[config.mk]
export PLATFORM = sky130hd
export DESIGN_NAME = shift_arbiter
export DESIGN_NICKNAME = d
export VERILOG_FILES = /design/src/rtl/shift_pkg.sv /design/src/rtl/shift_core.sv /design/src/rtl/shift_arbiter.sv
export SDC_FILE = /design/constraint.sdc
export NUM_CORES = 1
export LEC_CHECK = 0
export CORE_MARGIN = 2
export CORE_UTILIZATION = 25
export DETAILED_ROUTE_END_ITERATION = 8
export PLACE_DENSITY = 0.54
export SLEW_MARGIN = 20
export SYNTH_ARGS = -nofsm -noshare
export SYNTH_HDL_FRONTEND = slang
export SYNTH_HIERARCHICAL = 1
export SYNTH_SLANG_ARGS = --single-unit
[constraint.sdc]
create_clock -name clock -period 4.3 [get_ports clock]
set_input_delay 0.43 -clock clock [delete_from_list [all_inputs] [get_ports clock]]
set_output_delay 0.43 -clock clock [all_outputs]
set_load 0.01 [all_outputs]
[src/rtl/shift_pkg.sv]
// Shared encodings for the shift arbiter: shift opcodes, port identifiers and datapath sizes.
package shift_pkg;

    localparam int SH_WIDTH = 32;
    localparam int SH_AMT_W = 5;

    typedef enum logic [1:0] {
        SH_SLL = 2'b00,
        SH_SRA = 2'b01,
        SH_SRL = 2'b10,
        SH_RSV = 2'b11
    } shift_op_e;

    localparam logic PORT_ALU = 1'b0;
    localparam logic PORT_MD  = 1'b1;

endpackage

[src/rtl/shift_core.sv]
// Combinational shift datapath: one left shifter and one arithmetic right shifter whose
// sign-fill bit is forced to zero for SRL, so both right shifts share a single unit.
module shift_core
    import shift_pkg::*;
(
    input  shift_op_e              op,
    input  logic [SH_WIDTH-1:0]    data,
    input  logic [SH_AMT_W-1:0]    amt,
    output logic [SH_WIDTH-1:0]    result,
    output logic                   err
);

    logic [SH_WIDTH-1:0] left_s;
    logic [SH_WIDTH-1:0] right_s;
    logic                fill_s;

    assign left_s  = data << amt;
    assign fill_s  = (op == SH_SRA) ? data[SH_WIDTH-1] : 1'b0;
    // A 33-bit signed shift lets the extra top bit supply the fill for both SRA and SRL.
    assign right_s = SH_WIDTH'($signed({fill_s, data}) >>> amt);

    // Output select by opcode; reserved opcode yields zero data and raises err.
    always_comb begin
        result = {SH_WIDTH{1'b0}};
        err    = 1'b0;
        case (op)
            SH_SLL:  result = left_s;
            SH_SRA:  result = right_s;
            SH_SRL:  result = right_s;
            SH_RSV:  err    = 1'b1;
            default: err    = 1'b1;
        endcase
    end

endmodule

[src/rtl/shift_arbiter.sv]
// Two-port arbiter in front of a shared shift datapath, with a single registered result
// slot under valid/ready backpressure and one cycle from accept to rsp_valid.
module shift_arbiter
    import shift_pkg::*;
#(
    parameter int RR_EN = 1,
    parameter int WIDTH = 32
) (
    input  logic             clock,
    input  logic             reset,
    input  logic             req0_valid,
    output logic             req0_ready,
    input  logic [1:0]       req0_op,
    input  logic [WIDTH-1:0] req0_data,
    input  logic [4:0]       req0_amt,
    input  logic             req1_valid,
    output logic             req1_ready,
    input  logic [1:0]       req1_op,
    input  logic [WIDTH-1:0] req1_data,
    input  logic [4:0]       req1_amt,
    output logic             rsp_valid,
    input  logic             rsp_ready,
    output logic             rsp_id,
    output logic [WIDTH-1:0] rsp_data,
    output logic             rsp_err
);

    logic             slot_free_s;
    logic             grant0_s;
    logic             grant1_s;
    logic             grant_any_s;
    logic [1:0]       sel_op_s;
    logic [WIDTH-1:0] sel_data_s;
    logic [4:0]       sel_amt_s;
    logic [WIDTH-1:0] core_result_s;
    logic             core_err_s;

    logic             last_grant_r;
    logic             rsp_valid_r;
    logic             rsp_id_r;
    logic [WIDTH-1:0] rsp_data_r;
    logic             rsp_err_r;

    assign slot_free_s = ~rsp_valid_r | rsp_ready;
    assign grant_any_s = grant0_s | grant1_s;

    // Grant decision: single requester wins outright; on a tie, round-robin or port 0.
    always_comb begin
        grant0_s = 1'b0;
        grant1_s = 1'b0;
        if (slot_free_s) begin
            if (req0_valid && req1_valid) begin
                if ((RR_EN != 0) && (last_grant_r == PORT_ALU)) begin
                    grant1_s = 1'b1;
                end else begin
                    grant0_s = 1'b1;
                end
            end else if (req0_valid) begin
                grant0_s = 1'b1;
            end else if (req1_valid) begin
                grant1_s = 1'b1;
            end else begin
                grant0_s = 1'b0;
            end
        end else begin
            grant0_s = 1'b0;
        end
    end

    // Operand mux feeding the shared shifter from the granted port.
    always_comb begin
        sel_op_s   = req0_op;
        sel_data_s = req0_data;
        sel_amt_s  = req0_amt;
        if (grant1_s) begin
            sel_op_s   = req1_op;
            sel_data_s = req1_data;
            sel_amt_s  = req1_amt;
        end else begin
            sel_op_s   = req0_op;
        end
    end

    shift_core u_core (
        .op     (shift_op_e'(sel_op_s)),
        .data   (sel_data_s),
        .amt    (sel_amt_s),
        .result (core_result_s),
        .err    (core_err_s)
    );

    // Result slot and last-grant history; an accept overrides a simultaneous drain.
    always_ff @(posedge clock or posedge reset) begin
        if (reset) begin
            last_grant_r <= PORT_MD;
            rsp_valid_r  <= 1'b0;
            rsp_id_r     <= 1'b0;
            rsp_data_r   <= {WIDTH{1'b0}};
            rsp_err_r    <= 1'b0;
        end else if (grant_any_s) begin
            last_grant_r <= grant1_s;
            rsp_valid_r  <= 1'b1;
            rsp_id_r     <= grant1_s;
            rsp_data_r   <= core_result_s;
            rsp_err_r    <= core_err_s;
        end else if (rsp_ready) begin
            rsp_valid_r  <= 1'b0;
        end
    end

    assign req0_ready = grant0_s;
    assign req1_ready = grant1_s;
    assign rsp_valid  = rsp_valid_r;
    assign rsp_id     = rsp_id_r;
    assign rsp_data   = rsp_data_r;
    assign rsp_err    = rsp_err_r;

endmodule

* Yosys cells after proc, flatten, opt, wreduce, memory -nomap -nowiden *
Index checks and enable logic that the tools add are counted.

storage, ports and cells
  register bits = 36
  latch bits = 0
  RAM bits = 0
  memory bits (read-only) = 0
  output and inout bits = 37
  logic and storage cells = 34
  memories kept = 0

operators by class
  add/sub/neg operators = 0
  $mul = 0
  divide/modulo/power cells = 0
  magnitude comparators = 0
  equality and inequality tests = 3
  shift-type cells = 2
  mux-type cells = 17
  bitwise operators = 3
  reduce and logical (&&, ||, !) cells = 4

operator list
  cell                                                              count
  32-bit one-hot mux with 2 select lines                            1
  33-bit by 5-bit >>> shifter with 32-bit output                    1
  32-bit two-way mux                                                1
  32-bit by 5-bit left shift with 32-bit output                     1
  1-bit two-way mux                                                 13
  5-bit two-way mux                                                 1
  2-bit == test (second input constant)                             2
  2-bit by 1-bit == test with 1-bit output (second input constant)  1
  2-bit zero test                                                   1
  2-bit two-way mux                                                 1
  1-bit OR                                                          2
  2-bit nonzero test                                                1
  2-bit OR reduction                                                1
  1-bit logical AND                                                 1
  1-bit inverter                                                    1

* Longest topological paths before layout *
Gate-level depths: netlist of the first run.

  depth in word-level cells = 9
  mapped depth = 14

* By module *
The synthesis of the first run kept the hierarchy.

by module, submodules not included
  module         instances  cells each  area each (um^2)
  shift_core     1          517         4281.6
  shift_arbiter  1          130         1993.2

* Worst setup path before layout of the first run *
Ideal clock, no wire load.

  kind = input to register
  start = input rsp_ready
  end = register rsp_data_r[28] (netlist: rsp_data[28])
  arrival = 2.898 ns
  required time = 4.175 ns
  path slack = 1.277 ns
  stages on the path = 12
  path buffers = 3
  path through = nand2b_4 nand3_1 buf_2 mux2_2 buf_6 buf_4 mux2_4 o2bb2ai_1 a31oi_1 a21oi_1 a221o_1 mux2_4

RTL lines
  element                                                                                                                 RTL line                            RTL
  start, declared                                                                                                         shift_arbiter.sv:22                 input logic rsp_ready,
  1-bit OR *                                                                                                              shift_arbiter.sv:44                 assign slot_free_s = ~rsp_valid_r | rsp_ready;
  1-bit two-way mux *                                                                                                     shift_arbiter.sv:51                 if (slot_free_s) begin
  5-bit two-way mux *                                                                                                     shift_arbiter.sv:75                 if (grant1_s) begin
  via sel_amt_s[1]                                                                                                        shift_arbiter.sv:34                 logic [4:0] sel_amt_s;
  33-bit by 5-bit >>> shifter with 32-bit output / 32-bit by 5-bit left shift with 32-bit output (equally long branches)  shift_core.sv:20, shift_core.sv:17
  32-bit one-hot mux with 2 select lines *                                                                                shift_core.sv:26                    case (op)
  via core_result_s[28]                                                                                                   shift_arbiter.sv:35                 logic [WIDTH-1:0] core_result_s;
  end signal, assigned                                                                                                    shift_arbiter.sv:98                 rsp_data_r <= {WIDTH{1'b0}};
  end signal, assigned                                                                                                    shift_arbiter.sv:104                rsp_data_r <= core_result_s;
  end, declared                                                                                                           shift_arbiter.sv:41                 logic [WIDTH-1:0] rsp_data_r;

The timed path passes the listed nets; every way through them passes the cells marked *.
A chain may end at the register's enable or synchronous reset.

* Worst setup path in the final report of the first run *
  start = input rsp_ready
  end = register rsp_data_r[3] (netlist: rsp_data[3])

The elaborated chain is that of the path after synthesis.

==> impl_metrics.json, run 1 <==
{
  "final_layout_size_suffix_gt1_share_pct": 28.4,
  "syn_area_um2": 6270,
  "dr_total_vias": 6103,
  "routed_wl_um": 24500,
  "maxClockFrequency_mhz": 259,
  "synth_warnings": 6,
  "grt_antenna_before_repair": 0,
  "worst-r2r-setup-slack_ps": 640,
  "timing.reg2reg.worst_path_depth": 9,
  "first_iteration_detailed_routing_drc_count": 719,
  "cts_buffers": 5,
  "ys_async_sr_fraction_pct": 100,
  "leakage_nw": 3.11,
  "drt-pass1-iter-count": 5,
  "skew_ps": 14.2,
  "globalRouteOverflowTotal": 0,
  "number_of_library_cell_types_mapped_by_synthesis": 62,
  "pwr_per_cell_area_nw_per_um2": 310,
  "hold_start": "rsp_id",
  "mostFrequentLayoutCell": "sky130_fd_sc_hd__clkdlybuf4s50_1",
  "numClockSinks": 36,
  "die-area_um2": 26400,
  "cp_data_required_time_ps": 4470,
  "path_class": "in -> reg",
  "worst-slew-pin-transition_ps": 765,
  "postRouteAntennaNets": 0,
  "fin_tns_setup_ps": 0,
  "fp.dieW_um": 162,
  "postCtsSetupBuffers": 0,
  "final_critical_path_setup_slack_ps": 439,
  "synth_fp_nets": 733,
  "ys_seq_area_share_pct": 14.4,
  "placement.cell_area_um2": 7850,
  "layout.area.seq_um2": 902,
  "multiInputGateArea_um2": 4900,
  "clock_tree.root_cell": "sky130_fd_sc_hd__clkbuf_16",
  "final_period_minus_worst_setup_slack_ps": 3860,
  "layoutNonFillerInstCount": 1073,
  "slew_viol_final": 0,
  "crit_path_max_fanout": 29,
  "start_util_pct": 25.7,
  "placed_cells": 1065,
  "crit_path_end": "rsp_data[3]",
  "insertedDiodeCount": 0,
  "final_design_area_no_fill_um2": 8020,
  "synth_enable_flop_cells": 0,
  "cts.hold.buffers_added": 0,
  "place_congestion": 0.996,
  "num_rows": 57,
  "report.final.hold_viol_count": 0,
  "grtUsageTotal_pct": 18.5,
  "cts_repair_resize_count": 0,
  "min-delay-path-class": "reg -> reg",
  "startpoint_of_the_most_critical_setup_path": "rsp_ready",
  "core_area_um2": 24500,
  "primary_flip_flop_cell_chosen_by_synthesis_mapping": "sky130_fd_sc_hd__dfrtp_1",
  "reg2reg_from": "last_grant_r",
  "pnr_total_power_mw": 2.49,
  "setup.worst_path.start_class": "input port",
  "cts_buffer_depth": 2,
  "wire_length_of_the_first_global_routing_pass_um": 37600,
  "total_of_flip_flops_plus_latches_after_synthesis": 36,
  "tritoncts_clock_tree": "done",
  "boundaryPins": 120,
  "clock_latency_ps": 290,
  "final_cell_mix": "119 x sky130_fd_sc_hd__clkdlybuf4s50_1, 61 x sky130_fd_sc_hd__nand2_1, 60 x sky130_fd_sc_hd__nor2_1, 60 x sky130_fd_sc_hd__mux2_2, 55 x sky130_fd_sc_hd__mux4_2",
  "synth_cells": 647,
  "post_route_fraction_of_the_period_consumed_by_the_critical_path_pct": 89.8,
  "first_global_vias": 5891,
  "routed_wire_length_per_instance_um": 22.9,
  "clock_transition_at_the_registers_of_the_reported_paths_ps": 60,
  "die_h_um": 162,
  "power.ir.vdd_worst_uv": 135,
  "rr_endpoint": "rsp_data[3]",
  "place.detailed.hpwl_um": 19400,
  "htree_levels": 2,
  "vias_per_cell": 5.69,
  "remaining_max_slew_budget_at_the_tightest_pin_pct": 48.3,
  "port_buffers": 119,
  "detail_route.drc_violations": 0,
  "status": "finished, final reports clean",
  "timing.critical_path.to_type": "flop",
  "setup_viol": 0,
  "critPathArrivalTime_ps": 4030,
  "dp_slack_ps": 138,
  "area_growth_from_synthesis_to_layout_pct": 27.7,
  "rsz_0062_raised_after_global_routing": "no",
  "grt_max_degree": 41,
  "nNetsFinal": 834,
  "final_layout_fill_cell_count": 2530,
  "max_cap_violations": 0,
  "synth.avg_cell_area_um2": 9.70
}
## worst min-delay path by stage
stage | end | cells after the start
4_1_cts | rsp_id | 1
3_5_place_dp | rsp_id | 1
6_report | rsp_id | 1
3_3_place_gp | rsp_id | 1
2_1_floorplan | last_grant_r | 1
5_1_grt | rsp_id | 1
## state kept, by name, indices dropped and copies added, names as in the netlist
signal and cells:
rsp_id 1, last_grant_r 1, rsp_err 1, rsp_valid 1, rsp_data 32
## stage by stage
| step | hold slack, ps | utilization (%) |
|---|---|---|
| 2_1_floorplan | 493 | - |
| 3_3_place_gp | 463 | 32.1 |
| 3_5_place_dp | 468 | 32.1 |
| 4_1_cts | 483 | 32.8 |
| 5_1_grt | 510 | 32.8 |
| 6_report | 478 | 32.8 |
## metal layers
metal | routed length (µm) | track usage, % | part of all wire (%)
met3 | 2180 | 3.46 | 8.9
met5 | 0 | 0 | 0
met2 | 11300 | 29.4 | 46
met4 | 605 | 6.03 | 2.5
met1 | 10400 | 25.5 | 43
## cell type report
type / instances / area share (%)
clock buffer: 6 / 1.61
clock inverter: 2 / 0.437
inverter: 9 / 0.421
multi-input combinational: 531 / 61.1
sequential: 36 / 11.3
tap: 324 / 5.06
timing repair buffer: 165 / 20.1
## critical path, stage by stage
cell and delay [ps]:
sky130_fd_sc_hd__clkdlybuf4s50_1 450, sky130_fd_sc_hd__nand2b_4 150, sky130_fd_sc_hd__nand3_2 180, sky130_fd_sc_hd__mux2_4 550, sky130_fd_sc_hd__buf_12 260, sky130_fd_sc_hd__mux4_1 590, sky130_fd_sc_hd__and2_1 200, sky130_fd_sc_hd__o311ai_0 690
sky130_fd_sc_hd__o211ai_1 190, sky130_fd_sc_hd__mux2_4 300
## synth_stat cells (all sizes together) (12+ instances only)
master / instances / area (µm²)
mux2: 94 / 1180
mux4: 62 / 1420
nand2: 61 / 229
nor2: 60 / 225
buf: 45 / 357
mux2i: 38 / 393
dfrtp: 35 / 876
a21oi: 34 / 170
o21ai: 30 / 150
clkbuf: 26 / 97.6
o211ai: 18 / 135
a211oi: 12 / 90.1
nor3: 12 / 65.1
## where the power goes
part / leakage (nW) / internal, mW / total, mW / switching, mW
Clock: 0.0808 / 0.273 / 0.416 / 0.144
Combinational: 2.56 / 0.777 / 1.60 / 0.820
Sequential: 0.466 / 0.420 / 0.473 / 0.0525
## cells by family (layout without fill, tap and decap cells)
group	count (synthesis)	after routing	synth area share [%]
flip-flops	36	36	14.4
AND/OR/NAND/NOR	171	171	12.1
AO/OA/AOI/OAI	163	163	17.4
multiplexers	194	194	47.7
buffers and inverters	80	182	7.78
adder cells (fa/ha/maj)	3	3	0.598
(Power assumes the default switching activity.)
==> run 2, diff against run 1 <==
- CORE_UTILIZATION: 25 -> 55
- PLACE_DENSITY: 0.54 -> 0.94
==> impl_metrics.json, run 2 (synthesized netlist as in run 1, its figures left out) <==
{
  "cp_data_required_time_ps": 4480,
  "insertedDiodeCount": 0,
  "worst-r2r-setup-slack_ps": 640,
  "htree_levels": 2,
  "cts.hold.buffers_added": 0,
  "die-area_um2": 12300,
  "grtUsageTotal_pct": 38.0,
  "crit_path_max_fanout": 21,
  "dr_total_vias": 6374,
  "placement.cell_area_um2": 7520,
  "grt_max_degree": 37,
  "mostFrequentLayoutCell": "sky130_fd_sc_hd__clkdlybuf4s50_1",
  "final_period_minus_worst_setup_slack_ps": 3880,
  "postCtsSetupBuffers": 0,
  "timing.critical_path.to_type": "flop",
  "leakage_nw": 3.05,
  "cts_buffers": 5,
  "utilization_pct": 68.3,
  "cts_buffer_depth": 2,
  "clock_transition_at_the_registers_of_the_reported_paths_ps": 60,
  "nNetsFinal": 826,
  "remaining_max_slew_budget_at_the_tightest_pin_pct": 55.5,
  "fp.dieW_um": 111,
  "maxClockFrequency_mhz": 258,
  "first_iteration_detailed_routing_drc_count": 708,
  "cts_repair_resize_count": 0,
  "critPathArrivalTime_ps": 4050,
  "placed_cells": 876,
  "reg2reg_from": "last_grant_r",
  "final_cell_mix": "119 x sky130_fd_sc_hd__clkdlybuf4s50_1, 61 x sky130_fd_sc_hd__nand2_1, 61 x sky130_fd_sc_hd__mux2_2",
  "rsz_0062_raised_after_global_routing": "no",
  "rr_endpoint": "rsp_data[3]",
  "vias_per_cell": 7.21,
  "post_route_fraction_of_the_period_consumed_by_the_critical_path_pct": 90.2,
  "startpoint_of_the_most_critical_setup_path": "req0_valid",
  "max_cap_violations": 0,
  "grt_antenna_before_repair": 0,
  "worst-slew-pin-transition_ps": 667,
  "setup_viol": 0,
  "globalRouteOverflowTotal": 0,
  "routed_wire_length_per_instance_um": 26.6,
  "final_layout_fill_cell_count": 870,
  "detail_route.drc_violations": 0,
  "first_global_vias": 6315,
  "clock_tree.root_cell": "sky130_fd_sc_hd__clkbuf_16",
  "status": "finished, final reports clean",
  "core_area_um2": 11300,
  "report.final.hold_viol_count": 0,
  "timing.reg2reg.worst_path_depth": 9,
  "setup.worst_path.start_class": "input port",
  "numClockSinks": 36,
  "place.detailed.hpwl_um": 18300,
  "pwr_per_cell_area_nw_per_um2": 321,
  "worst_hold_slack_ps": 508,
  "slew_viol_final": 0,
  "wire_length_of_the_first_global_routing_pass_um": 36800,
  "boundaryPins": 120,
  "area_growth_from_synthesis_to_layout_pct": 22.6,
  "clock_latency_ps": 290,
  "tritoncts_clock_tree": "done",
  "port_buffers": 119,
  "drt-pass1-iter-count": 5,
  "final_design_area_no_fill_um2": 7690,
  "place_congestion": 1.18,
  "num_rows": 39,
  "min-delay-path-class": "reg -> reg",
  "crit_path_end": "rsp_data[3]",
  "path_class": "in -> reg",
  "skew_ps": 8.53,
  "start_util_pct": 55.7,
  "power.ir.vdd_worst_uv": 368,
  "number_of_flip_flops_under_the_largest_register_name": 32,
  "layoutNonFillerInstCount": 884,
  "fin_tns_setup_ps": 0,
  "die_h_um": 111,
  "postRouteAntennaNets": 0,
  "final_layout_size_suffix_gt1_share_pct": 27.7,
  "routed_wl_um": 23500
}
run 2: metrics by stage:
| step | setup WS, ps | power, mW |
|---|---|---|
| 3_3_place_gp | 265 | 1.98 |
| 6_report | 421 | 2.47 |
| 2_1_floorplan | 1280 | 1.45 |
| 5_1_grt | 319 | 2.56 |
| 4_1_cts | 545 | 2.42 |
| 3_5_place_dp | 250 | 2.00 |
run 2: layout make-up:
class                   count  area (µm²)  area share, %
flip-flops and latches     36         902           11.7
well taps                 143         179           2.33
clock inverters             2        35.0          0.455
inverters                   9        33.8          0.439
clock buffers               6         129           1.68
repair buffers            157        1510           19.7
multi-input cells         531        4900           63.7
run 2: worst max-delay path, cell delays in order:
cell	delay, ps
sky130_fd_sc_hd__clkdlybuf4s50_1	510
sky130_fd_sc_hd__nand2_1	130
sky130_fd_sc_hd__nand3_2	240
sky130_fd_sc_hd__mux2_4	480
sky130_fd_sc_hd__buf_4	350
sky130_fd_sc_hd__mux4_1	650
sky130_fd_sc_hd__and2_1	210
sky130_fd_sc_hd__o311ai_0	550
sky130_fd_sc_hd__o211ai_1	190
sky130_fd_sc_hd__mux2_4	290
run 2: how the worst min path moves through the flow:
stage | startpoint | to | cells past startpoint
global placement | rsp_id | rsp_id | 1
floorplan | req0_valid | last_grant_r | 1
finish | rsp_data[19] | rsp_data[19] | 1
detailed placement | rsp_data[27] | rsp_data[27] | 1
CTS | rsp_data[27] | rsp_data[27] | 1
global route | rsp_data[27] | rsp_data[27] | 1
run 2: report_power, final:
part           total [mW]  switching [mW]  internal, mW
clock               0.423           0.150         0.273
sequential          0.472          0.0515         0.420
combinational        1.57           0.812         0.759
total                2.47            1.01          1.45
run 2: routing by layer:
metal | part of all wire [%] | vias up | GRT usage [%] | wire length, µm
li1 | - | 2712 | - | -
met1 | 38 | 3093 | 49.6 | 8850
met2 | 47 | 490 | 62.5 | 11000
met3 | 11 | 79 | 6.18 | 2490
met4 | 4.8 | 0 | 16.6 | 1140
met5 | 0 | - | 0 | 0
==> run 3, diff against run 2 <==
- CORE_MARGIN: 2 -> unset
- SKIP_LAST_GASP: unset -> 1
==> impl_metrics.json, run 3 (synthesized netlist as in run 1, its figures left out) <==
{
  "worst-slew-pin-transition_ps": 726,
  "global_route.peak_usage_layer": "met2",
  "wire_length_of_the_first_global_routing_pass_um": 36000,
  "power.ir.vdd_worst_uv": 289,
  "hold_start": "rsp_id",
  "slew_viol_final": 0,
  "setup_viol": 0,
  "rsz_0062_raised_after_global_routing": "no",
  "path_class": "in -> reg",
  "grtUsageTotal_pct": 40.8,
  "port_buffers": 119,
  "cp_data_required_time_ps": 4480,
  "global_route.usage.met2_pct": 64.1,
  "reg2reg_from": "last_grant_r",
  "clock_tree.root_cell": "sky130_fd_sc_hd__clkbuf_16",
  "final_cell_mix": "119 x sky130_fd_sc_hd__clkdlybuf4s50_1, 61 x sky130_fd_sc_hd__nand2_1, 61 x sky130_fd_sc_hd__mux2_2",
  "core_area_um2": 11000,
  "grt.met3_usage_pct": 7.83,
  "grt_antenna_before_repair": 0,
  "final_layout_size_suffix_gt1_share_pct": 28.3,
  "remaining_max_slew_budget_at_the_tightest_pin_pct": 51.6,
  "detail_route.drc_violations": 0,
  "start_util_pct": 57.1,
  "globalRouteOverflowTotal": 0,
  "maxClockFrequency_mhz": 264,
  "fp.dieW_um": 109,
  "fin_tns_setup_ps": 0,
  "nNetsFinal": 831,
  "pwr_per_cell_area_nw_per_um2": 321,
  "post_route_fraction_of_the_period_consumed_by_the_critical_path_pct": 88.2,
  "max_cap_violations": 0,
  "vias_per_cell": 7.24,
  "cts_repair_resize_count": 0,
  "place.detailed.hpwl_um": 18000,
  "global_routing_usage_on_met1_pct": 53.7,
  "cts.hold.buffers_added": 0,
  "first_global_vias": 6064,
  "setup.worst_path.start_class": "input port",
  "boundaryPins": 120,
  "first_iteration_detailed_routing_drc_count": 691,
  "min-delay-path-class": "reg -> reg",
  "skew_ps": 7.64,
  "dr_total_vias": 6412,
  "report.final.hold_viol_count": 0,
  "clock_transition_at_the_registers_of_the_reported_paths_ps": 70,
  "postRouteAntennaNets": 0,
  "crit_path_max_fanout": 28,
  "grt_max_degree": 66,
  "leakage_nw": 3.09,
  "numClockSinks": 36,
  "routed_wl_um": 23600,
  "clock_latency_ps": 290,
  "insertedDiodeCount": 0,
  "worst_hold_slack_ps": 479,
  "num_rows": 38,
  "htree_levels": 2,
  "status": "finished, final reports clean",
  "cts_buffers": 5,
  "startpoint_of_the_most_critical_setup_path": "rsp_ready",
  "critPathArrivalTime_ps": 3970,
  "number_of_flip_flops_under_the_largest_register_name": 32,
  "pnr_total_power_mw": 2.49,
  "postCtsSetupBuffers": 0,
  "routed_wire_length_per_instance_um": 26.6,
  "final_period_minus_worst_setup_slack_ps": 3790,
  "tritoncts_clock_tree": "done",
  "timing.critical_path.to_type": "flop",
  "area_growth_from_synthesis_to_layout_pct": 23.7,
  "cts_buffer_depth": 2,
  "die_h_um": 109,
  "die-area_um2": 11800,
  "place_congestion": 1.10,
  "mostFrequentLayoutCell": "sky130_fd_sc_hd__clkdlybuf4s50_1",
  "drt-pass1-iter-count": 5
}
run 3: cell count changes in the layout (fill, tap and decap cells not counted):
cell / change
sky130_fd_sc_hd__buf_12: +3
sky130_fd_sc_hd__buf_4: +2
sky130_fd_sc_hd__clkbuf_1: -1
sky130_fd_sc_hd__clkinvlp_4: +1
sky130_fd_sc_hd__o21a_2: +1
sky130_fd_sc_hd__o21a_4: -1
run 3: report_power, final:
part	internal (mW)	total (mW)	switching, mW
clock network	0.273	0.432	0.159
registers	0.420	0.472	0.0521
logic	0.773	1.59	0.818
run 3: path summary, 6_finish.rpt:
kind | to | slack, ps | depth (start not counted)
worst max register to register | rsp_data[17] | 740 | 12
min in group asynchronous | rsp_data[5] | 570 | 3
worst min register to register | rsp_id | 480 | 1
worst min-delay path | rsp_id | 480 | 1
max in group asynchronous | last_grant_r | 3360 | 3
worst max-delay path | rsp_data[3] | 510 | 10
run 3: metrics by stage:
step,instance area (µm²),instances,setup slack (ps),utilization [%]
final,7760,886,509,70.7
after global routing,7760,886,398,70.7
after CTS,7760,886,523,70.7
after detailed placement,7590,878,232,69.2
after floorplan,6270,647,1280,-
after global placement,7590,878,327,69.2
run 3: per-layer routing:
layer | wire [µm] | vias to the layer above
met5 | 0 | -
met4 | 1150 | 0
met3 | 2970 | 90
met2 | 10700 | 564
met1 | 8770 | 3039
li1 | - | 2719
run 3: critical path, cell delays in order:
cell and delay, ps:
sky130_fd_sc_hd__clkdlybuf4s50_1 470, sky130_fd_sc_hd__nand2b_4 150, sky130_fd_sc_hd__nand3_2 300, sky130_fd_sc_hd__mux2_2 810, sky130_fd_sc_hd__buf_4 300, sky130_fd_sc_hd__mux4_1 330
sky130_fd_sc_hd__and2_1 200, sky130_fd_sc_hd__o311ai_0 440, sky130_fd_sc_hd__o211ai_1 210, sky130_fd_sc_hd__mux2_4 310
run 3: area by class of cell:
type / count / area [µm²]
clock inverter: 3 / 42.5
clock buffer: 5 / 125
timing repair buffer: 162 / 1590
fill: 821 / 3220
tap: 140 / 175
multi-input combinational: 531 / 4890
sequential: 36 / 902
inverter: 9 / 33.8
